File: src/rtl/boton_antirrebote.sv
// Input conditioner: synchronises, debounces and edge-detects the push-buttons and tilt switch,
// and raises a one-shot long-press pulse on the test button.
module boton_antirrebote #(
  parameter int DEBOUNCE_CYCLES = 1_000_000,
  parameter int HOLD_CYCLES     = 250_000_000,
  parameter bit ACTIVE_LOW      = 1'b1
) (
  input  logic       clk,
  input  logic       rst,
  input  logic [4:0] btn_raw,
  input  logic       giro_raw,
  output logic [4:0] btn_pulse,
  output logic [4:0] btn_level,
  output logic       giro_level,
  output logic       test_long
);

  localparam int CW = $clog2(DEBOUNCE_CYCLES + 1);
  localparam int HW = $clog2(HOLD_CYCLES + 1);
  localparam logic [CW-1:0] CNT_LAST = CW'(DEBOUNCE_CYCLES - 1);
  localparam logic [HW-1:0] HC_LAST  = HW'(HOLD_CYCLES - 1);
  localparam logic [HW-1:0] HC_SAT   = HW'(HOLD_CYCLES);

  logic [5:0] raw_all;
  logic [5:0] stable_all;
  logic [4:0] pulse_all;

  assign raw_all = {giro_raw, btn_raw};

  genvar gi;
  generate
    for (gi = 0; gi < 6; gi++) begin : g_ch
      logic          s1_reg;
      logic          s2_reg;
      logic          stable_reg;
      logic [CW-1:0] cnt_reg;
      logic          accept;

      // A change is accepted only after an unbroken run of differing samples.
      assign accept = (s2_reg != stable_reg) && (cnt_reg == CNT_LAST);

      always_ff @(posedge clk) begin
        if (rst) begin
          s1_reg     <= ACTIVE_LOW;
          s2_reg     <= 1'b0;
          stable_reg <= 1'b0;
          cnt_reg    <= '0;
        end else begin
          s1_reg <= raw_all[gi];
          s2_reg <= s1_reg ^ ACTIVE_LOW;
          if (s2_reg == stable_reg) begin
            cnt_reg <= '0;
          end else if (accept) begin
            stable_reg <= s2_reg;
            cnt_reg    <= '0;
          end else begin
            cnt_reg <= cnt_reg + 1'b1;
          end
        end
      end

      assign stable_all[gi] = stable_reg;

      if (gi < 5) begin : g_pulse
        logic pulse_reg;
        // Registered alongside the level so the pulse lines up with the level's rising edge.
        always_ff @(posedge clk) begin
          if (rst) pulse_reg <= 1'b0;
          else     pulse_reg <= accept & s2_reg;
        end
        assign pulse_all[gi] = pulse_reg;
      end
    end
  endgenerate

  logic [HW-1:0] hc_reg;
  logic          test_long_reg;

  // Hold counter saturates one past the trigger value so the pulse cannot repeat.
  always_ff @(posedge clk) begin
    if (rst || !stable_all[4]) begin
      hc_reg        <= '0;
      test_long_reg <= 1'b0;
    end else begin
      test_long_reg <= (hc_reg == HC_LAST);
      if (hc_reg != HC_SAT) hc_reg <= hc_reg + 1'b1;
    end
  end

  assign btn_pulse  = pulse_all;
  assign btn_level  = stable_all[4:0];
  assign giro_level = stable_all[5];
  assign test_long  = test_long_reg;

endmodule

File: config.mk
export PLATFORM = sky130hd
export DESIGN_NAME = boton_antirrebote
export DESIGN_NICKNAME = d
export VERILOG_FILES = /design/src/rtl/boton_antirrebote.sv
export SDC_FILE = /design/constraint.sdc
export NUM_CORES = 1
export LEC_CHECK = 0
export CELL_PAD_IN_SITES_DETAIL_PLACEMENT = 1
export CELL_PAD_IN_SITES_GLOBAL_PLACEMENT = 1
export CORE_ASPECT_RATIO = 0.7
export CORE_MARGIN = 4
export CORE_UTILIZATION = 47
export DETAILED_ROUTE_END_ITERATION = 8
export PLACE_DENSITY_LB_ADDON = 0.25
export SYNTH_ARGS = -nofsm -noshare
export SYNTH_HDL_FRONTEND = slang
export SYNTH_SLANG_ARGS = --single-unit
File: constraint.sdc
create_clock -name clk -period 2.2 [get_ports clk]
set_input_delay 0.22 -clock clk [delete_from_list [all_inputs] [get_ports clk]]
set_output_delay 0.22 -clock clk [all_outputs]
set_load 0.005 [all_outputs]
==> reports/summary.txt, run 1 <==
Rel. slew slack: 64.8%
P per Cell Area: 692 nW/um^2
WHS Endpoint: g_ch[0].s1_reg
Synth top area share: 44.6%
DRC errors left: 0
Critical Path Fanout Max: 8
Reg2reg path depth: 5
CTS max path bufs: 2
Post-synth EDFFs: 0
Post-synth top flop: dfxtp_1
Layout cells sized above 1: 8.08%
WL/cell: 16.9 um
Final Max Tran Viols: 0
Die ar.: 18600 um^2
Crit Path Class: flop to flop
Root Buffer: clkbuf_16
Synth area leaders: dfxtp_1 (45%), nor2_1 (5.2%), xnor2_1 (5.1%)
R2R Path Start: g_ch[2].cnt_reg[0]
Setup violations, final: 0
R2r setup slk: 140 ps
TritonCTS clock tree: built
Setup crit start kind: flop
Vias: 6548
Port buffer count: 19
Most common cell in the netlist: dfxtp_1
Cell Rows: 38
Syn avg cell area: 8.60 um^2
GRT overflow: 0
HP Start: btn_raw[0]
Hold bufs inserted after CTS: 0
Initial antenna violation count: 0
F_max: 485 MHz
Hold depth: 2
Area Overhead vs Synth: 12.9%
I/O pin cnt: 20
Clk slew on worst S/H paths: 70 ps
CTS Buf Count: 17
TritonRoute pass-1 iters: 4
Final TNS setup: 0 ps
Ant. Diodes: 0
# Max-Cap Violations: 0
Skew final: 11.4 ps
RSZ-0062 raised after global routing: no
Core area: 15800 um^2
Via density: 5.70
Clock insertion delay at the later pin of the skew report: 430 ps
Worst endpoint required time: 2560 ps
Syn nets: 913
Max VDD drop: 0.453 mV
Layout Nets: 931
Die X: 161 um
Mapped Cells: 897
Starting Density: 48.9%
Final Cycle Share: 93.7%
Dpl hpwl: 13.7 mm
GP Congestion: 0.797
Synthesis Warnings: 0
Post-DRT Antenna Nets: 0
Status: finished, final reports clean
Fin crit period: 2060 ps
Synthesized area: 7710 um^2
Sequential share of the synthesized area: 44.6%
Fill cell count: 1842
Pleak: 2.50 nW
HP Class: input pin to flop
Final WL: 19.4 mm
R2r endpoint: g_ch[2].cnt_reg[18]
H-tree lvl count: 4
Pin count of the biggest net entering global routing: 33
Initial drt markers: 285
Global Route Usage Sum: 21.7%
Synth Register Bits: 172
Global-route wire length before repair: 33.3 mm
Max FFs per register: 120
Yosys top cell by area: dfxtp_1
Post-synth cell types: 43
Vias in the first global route: 6876
Die Y: 115 um
Final hold vios: 0
Fin Hold WS: 346 ps
WP data arrival: 2420 ps
Clock Sinks: 172
Endpoint class of the critical path: flop
Worst Tran Pin Value: 521 ps
Synth cell count leaders: dfxtp_1 (172), nor2_1 (107), a21oi_1 (65)
Synth async-reset ratio: 0%
## power breakdown
group / leakage, nW / switching, mW / internal, mW / total [mW]
clock: 0.268 / 1.29 / 1.52 / 2.81
combinational: 0.847 / 0.0398 / 0.0324 / 0.0722
sequential: 1.39 / 0.00974 / 3.13 / 3.14
total: 2.50 / 1.34 / 4.68 / 6.02
## worst max path at each step
stage | slack (ps) | end | cells past startpoint | startpoint
floorplan | 240 | g_ch[2].cnt_reg[18] | 6 | g_ch[2].cnt_reg[0]
global placement | 120 | g_ch[1].cnt_reg[18] | 5 | g_ch[1].cnt_reg[0]
detailed placement | 60 | g_ch[2].cnt_reg[18] | 5 | g_ch[2].cnt_reg[0]
CTS | 50 | g_ch[2].cnt_reg[18] | 5 | g_ch[2].cnt_reg[0]
global route | 20 | g_ch[1].cnt_reg[18] | 5 | g_ch[1].cnt_reg[0]
finish | 140 | g_ch[2].cnt_reg[18] | 5 | g_ch[2].cnt_reg[0]
## layer usage
metal | track usage [%] | vias to the layer above | wire [um]
li1 | - | 3243 | -
met1 | 27.2 | 3229 | 9160
met2 | 38.4 | 57 | 9520
met3 | 4.51 | 19 | 466
met4 | 5.80 | 0 | 216
met5 | 0 | - | 0
## per-stage QoR
| stage | std cells | instance area, um^2 | total power [mW] | setup slack (ps) | utilization (%) |
|---|---|---|---|---|---|
| final | 1148 | 8710 | 6.02 | 138 | 55.2 |
| after floorplan | 897 | 7710 | 3.24 | 244 | - |
| after global routing | 1148 | 8710 | 6.22 | 17.9 | 55.2 |
| after CTS | 1146 | 8670 | 6.06 | 48.6 | 54.9 |
| after detailed placement | 1114 | 8120 | 3.28 | 58.1 | 51.4 |
| after global placement | 1114 | 8120 | 3.27 | 122 | 51.4 |
## placed cells by master (no fill, tap or decap), types with 4 or more instances in the layout
| master | count |
|---|---|
| nand2b_1 | 8 |
| ha_1 | 7 |
| or2_2 | 11 |
| nand3_1 | 59 |
| nor3_1 | 15 |
| o21ai_0 | 36 |
| and2_1 | 10 |
| a21oi_1 | 65 |
| nor4_1 | 19 |
| nand2_1 | 45 |
| clkdlybuf4s50_1 | 19 |
| and4_1 | 11 |
| xnor2_1 | 45 |
| clkbuf_16 | 17 |
| inv_1 | 31 |
| and3_1 | 11 |
| nor4b_1 | 7 |
| or4_1 | 35 |
| xor2_1 | 34 |
| buf_4 | 20 |
| or3_1 | 34 |
| dfxtp_1 | 172 |
| nor2_1 | 107 |
| o31ai_1 | 27 |
| nand4_1 | 31 |
| clkinv_4 | 5 |
| o21ai_1 | 4 |
| or4_4 | 5 |
## worst max-delay path, cell delays in order (launching register included)
cell and delay, ps:
dfxtp_1 400, ha_1 250, nand2_1 120, or4_4 580, or4_1 490, a21oi_1 150
## cells by family (layout without fill, tap and decap cells)
group | count (synthesis) | count (layout) | share of synthesized area (%)
simple gates | 425 | 425 | 30.2
flops | 172 | 172 | 44.6
compound gates | 140 | 140 | 10.5
xor+xnor | 79 | 79 | 8.97
buf+inv | 72 | 103 | 4.27
fa+ha+maj | 8 | 8 | 1.30
mux | 1 | 1 | 0.130
## timing repair
| action | CTS | global route |
|---|---|---|
| hold endpoints to repair | 0 | 0 |
| setup endpoints to repair | 0 | 7 |
| setup buffers | 0 | 2 |
| gates resized for setup | 0 | 6 |
## cell type report
cell class,count,area (um^2),area share [%]
inverters,31,116,1.34
clock inverters,11,87.6,1.01
flip-flops and latches,172,3440,39.6
multi-input cells,653,3960,45.5
repair buffers,40,360,4.14
well taps,220,275,3.16
clock buffers,21,460,5.29
No activity file was read; power rests on OpenSTA's default activity.
==> run 2: changes to the inputs <==
--- a/config.mk
+++ b/config.mk
@@ -11,6 +11,7 @@
 export CORE_MARGIN = 4
 export CORE_UTILIZATION = 47
 export DETAILED_ROUTE_END_ITERATION = 8
+export GPL_ROUTABILITY_DRIVEN = 0
 export PLACE_DENSITY_LB_ADDON = 0.25
 export SYNTH_ARGS = -nofsm -noshare
 export SYNTH_HDL_FRONTEND = slang
==> results of run 2 <==
Same layout as run 1: the final DEF is identical, and so are final timing and power.
==> RTL change, RTL diff (flow settings as in run 1) <==
Put a register stage on the outputs `btn_pulse`, `btn_level` and `giro_level`, cleared by the reset. The values now appear one clock later. The other outputs are not delayed to match.
--- a/src/rtl/boton_antirrebote.sv
+++ b/src/rtl/boton_antirrebote.sv
@@ -87,9 +87,17 @@
     end
   end
 
-  assign btn_pulse  = pulse_all;
-  assign btn_level  = stable_all[4:0];
-  assign giro_level = stable_all[5];
+  always_ff @(posedge clk) begin
+    if (rst) begin
+      btn_pulse  <= '0;
+      btn_level  <= '0;
+      giro_level <= '0;
+    end else begin
+      btn_pulse  <= pulse_all;
+      btn_level  <= stable_all[4:0];
+      giro_level <= stable_all[5];
+    end
+  end
   assign test_long  = test_long_reg;
 
 endmodule
Check against the original RTL: no difference found for any inputs over 10 cycles, from zero or initial values and one cycle with rst high; that may be too few to reach the edited logic, so the function may still have changed.
==> RTL change against run 1 <==
Cell area increased by 4.3%; area after synthesis rose by 2.3%; cell count up 1.8%; total power rose by 12%; routed wire length rose by 4.5%; sequential cell count increased by 11; synthesized cell count increased by 0.11%; clock skew fell by 3.5 ps; first-iteration DRC count increased by 52%; sequential power rose by 6%; setup slack got worse by 39 ps; maximum frequency fell by 1.9%.
==> RTL change: results <==
export IMPL_grt_max_degree=23
export IMPL_dpl_hpwl_mm=13.8
export IMPL_grt_pass1_wl_mm=34.4
export IMPL_drive_above_1_share_pct=8.16
export IMPL_place_ws_ps=52.4
export IMPL_worst_clock_skew_ps=7.94
export IMPL_critPathArrivalTime_ps=2420
export IMPL_largest_register_ffs=120
export IMPL_clkTransAtPathRegs_ps=70
export IMPL_clockBufferDepth=2
export IMPL_cp_top_family="simple AND/OR/NAND/NOR gates"
export IMPL_drtIter0Drc=433
export IMPL_wl_mm=20.2
export IMPL_fin_nets=947
export IMPL_synth_async_reset_ratio_pct=0
export IMPL_track_usage_pct=22.2
export IMPL_relSlewSlack_pct=63.2
export IMPL_ys_seq_area_share_pct=46.4
export IMPL_syn_nets=914
export IMPL_status="finished clean"
export IMPL_power_leakage_nw=2.68
export IMPL_dpl_cell_area_um2=8430
export IMPL_clk_latency_ps=440
export IMPL_grt_pass1_vias=7097
export IMPL_min_path_type="input pin to flip-flop"
export IMPL_synth_area_leaders="dfxtp_1 (46%), nor2_1 (5.2%), xnor2_1 (5.0%), xor2_1 (4.3%), a21oi_1 (3.9%)"
export IMPL_p_sw_share_pct=21.2
export IMPL_synth_cell_types=44
export IMPL_cts_root_buf="clkbuf_16"
export IMPL_irDropWorstVdd_v=0.000324
export IMPL_antenna_found_initial=0
export IMPL_htreeDepth=4
export IMPL_setup_viol=0
export IMPL_gp_congestion=0.854
export IMPL_cp_slowest_stage_delay_ps=580
export IMPL_synthTopCellsByCount="dfxtp_1 (183), nor2_1 (110), a21oi_1 (61), nand3_1 (54), xnor2_1 (45)"
export IMPL_tritoncts_num_buffers=17
export IMPL_dr_pass1_iters=5
export IMPL_vias_per_cell=5.78
export IMPL_ys_warn_count=0
export IMPL_crit_fanout=8
==> RTL change: changes by cell type in the layout (fill, tap and decap cells not counted), sizes merged, moves of 5 or more <==
| cell | change |
|---|---|
| dfxtp | +11 |
| nor2b | +8 |
| xor2 | +5 |
| nand3 | -7 |
| nand4 | +9 |
==> RTL change: cell families after synthesis <==
| kind of cell | Yosys count | share of synthesized area [%] |
|---|---|---|
| compound gates | 129 | 9.42 |
| xor+xnor | 84 | 9.32 |
| fa+ha+maj | 8 | 1.27 |
| buf+inv | 60 | 2.96 |
| flops | 183 | 46.4 |
| mux | 1 | 0.127 |
| simple gates | 433 | 30.5 |
==> RTL change: layer usage <==
metal	up-vias	part of all wire, %	GRT usage, %	routed length [um]
met5	-	0	0	0
met3	34	3.0	3.88	598
met1	3344	45	27.2	9190
li1	3289	-	-	-
met4	0	1.8	8.44	366
met2	92	50	39.5	10100
==> RTL change: path summary, 6_finish.rpt <==
check | startpoint | slack [ps] | endpoint | depth (start not counted)
max | g_ch[4].cnt_reg[13] | 100 | g_ch[4].cnt_reg[13] | 5
min | btn_raw[4] | 360 | g_ch[4].s1_reg | 2
max reg2reg | g_ch[4].cnt_reg[13] | 100 | g_ch[4].cnt_reg[13] | 5
min reg2reg | g_ch[4].s1_reg | 370 | g_ch[4].s2_reg | 1
==> RTL change: cell type report <==
type,instances,area (um^2)
Clock inverter,14,196
Clock buffer,18,439
Sequential cell,183,3660
Inverter,31,116
Multi-Input combinational cell,655,4010
Fill cell,1951,7310
Timing Repair Buffer,43,370
Tap cell,225,282
==> RTL change: worst register-to-register path: cells and delay by family (launching register included) <==
kind | cells | cell delay, ps
AND/OR/NAND/NOR | 2 | 1140
flip-flops | 1 | 350
buffers and inverters | 1 | 200
AO/OA/AOI/OAI | 2 | 280
==> RTL change: power by group through the flow <==
stage | combinational [W] | sequential [W] | clock (W)
after CTS | 0.0000748 | 0.00333 | 0.00336
final | 0.0000742 | 0.00333 | 0.00332
after global routing | 0.0000815 | 0.00333 | 0.00352
after floorplan | 0.0000403 | 0.00341 | 0
after detailed placement | 0.0000731 | 0.00341 | 0
after global placement | 0.0000710 | 0.00341 | 0
==> RTL change: what timing repair did <==
action                                  in CTS  in global routing
pin swaps                                    0                  0
endpoints found under the setup margin       1                  4
hold buffers                                 0                  0
resized for setup                            1                  5
setup buffers                                0                  0
==> RTL change: metrics by stage <==
step | power [W] | util, % | cells
floorplan | 0.00345 | - | 898
global placement | 0.00348 | 51.4 | 1137
detailed placement | 0.00348 | 51.4 | 1137
CTS | 0.00677 | 55.3 | 1169
global route | 0.00694 | 55.4 | 1169
finish | 0.00672 | 55.4 | 1169
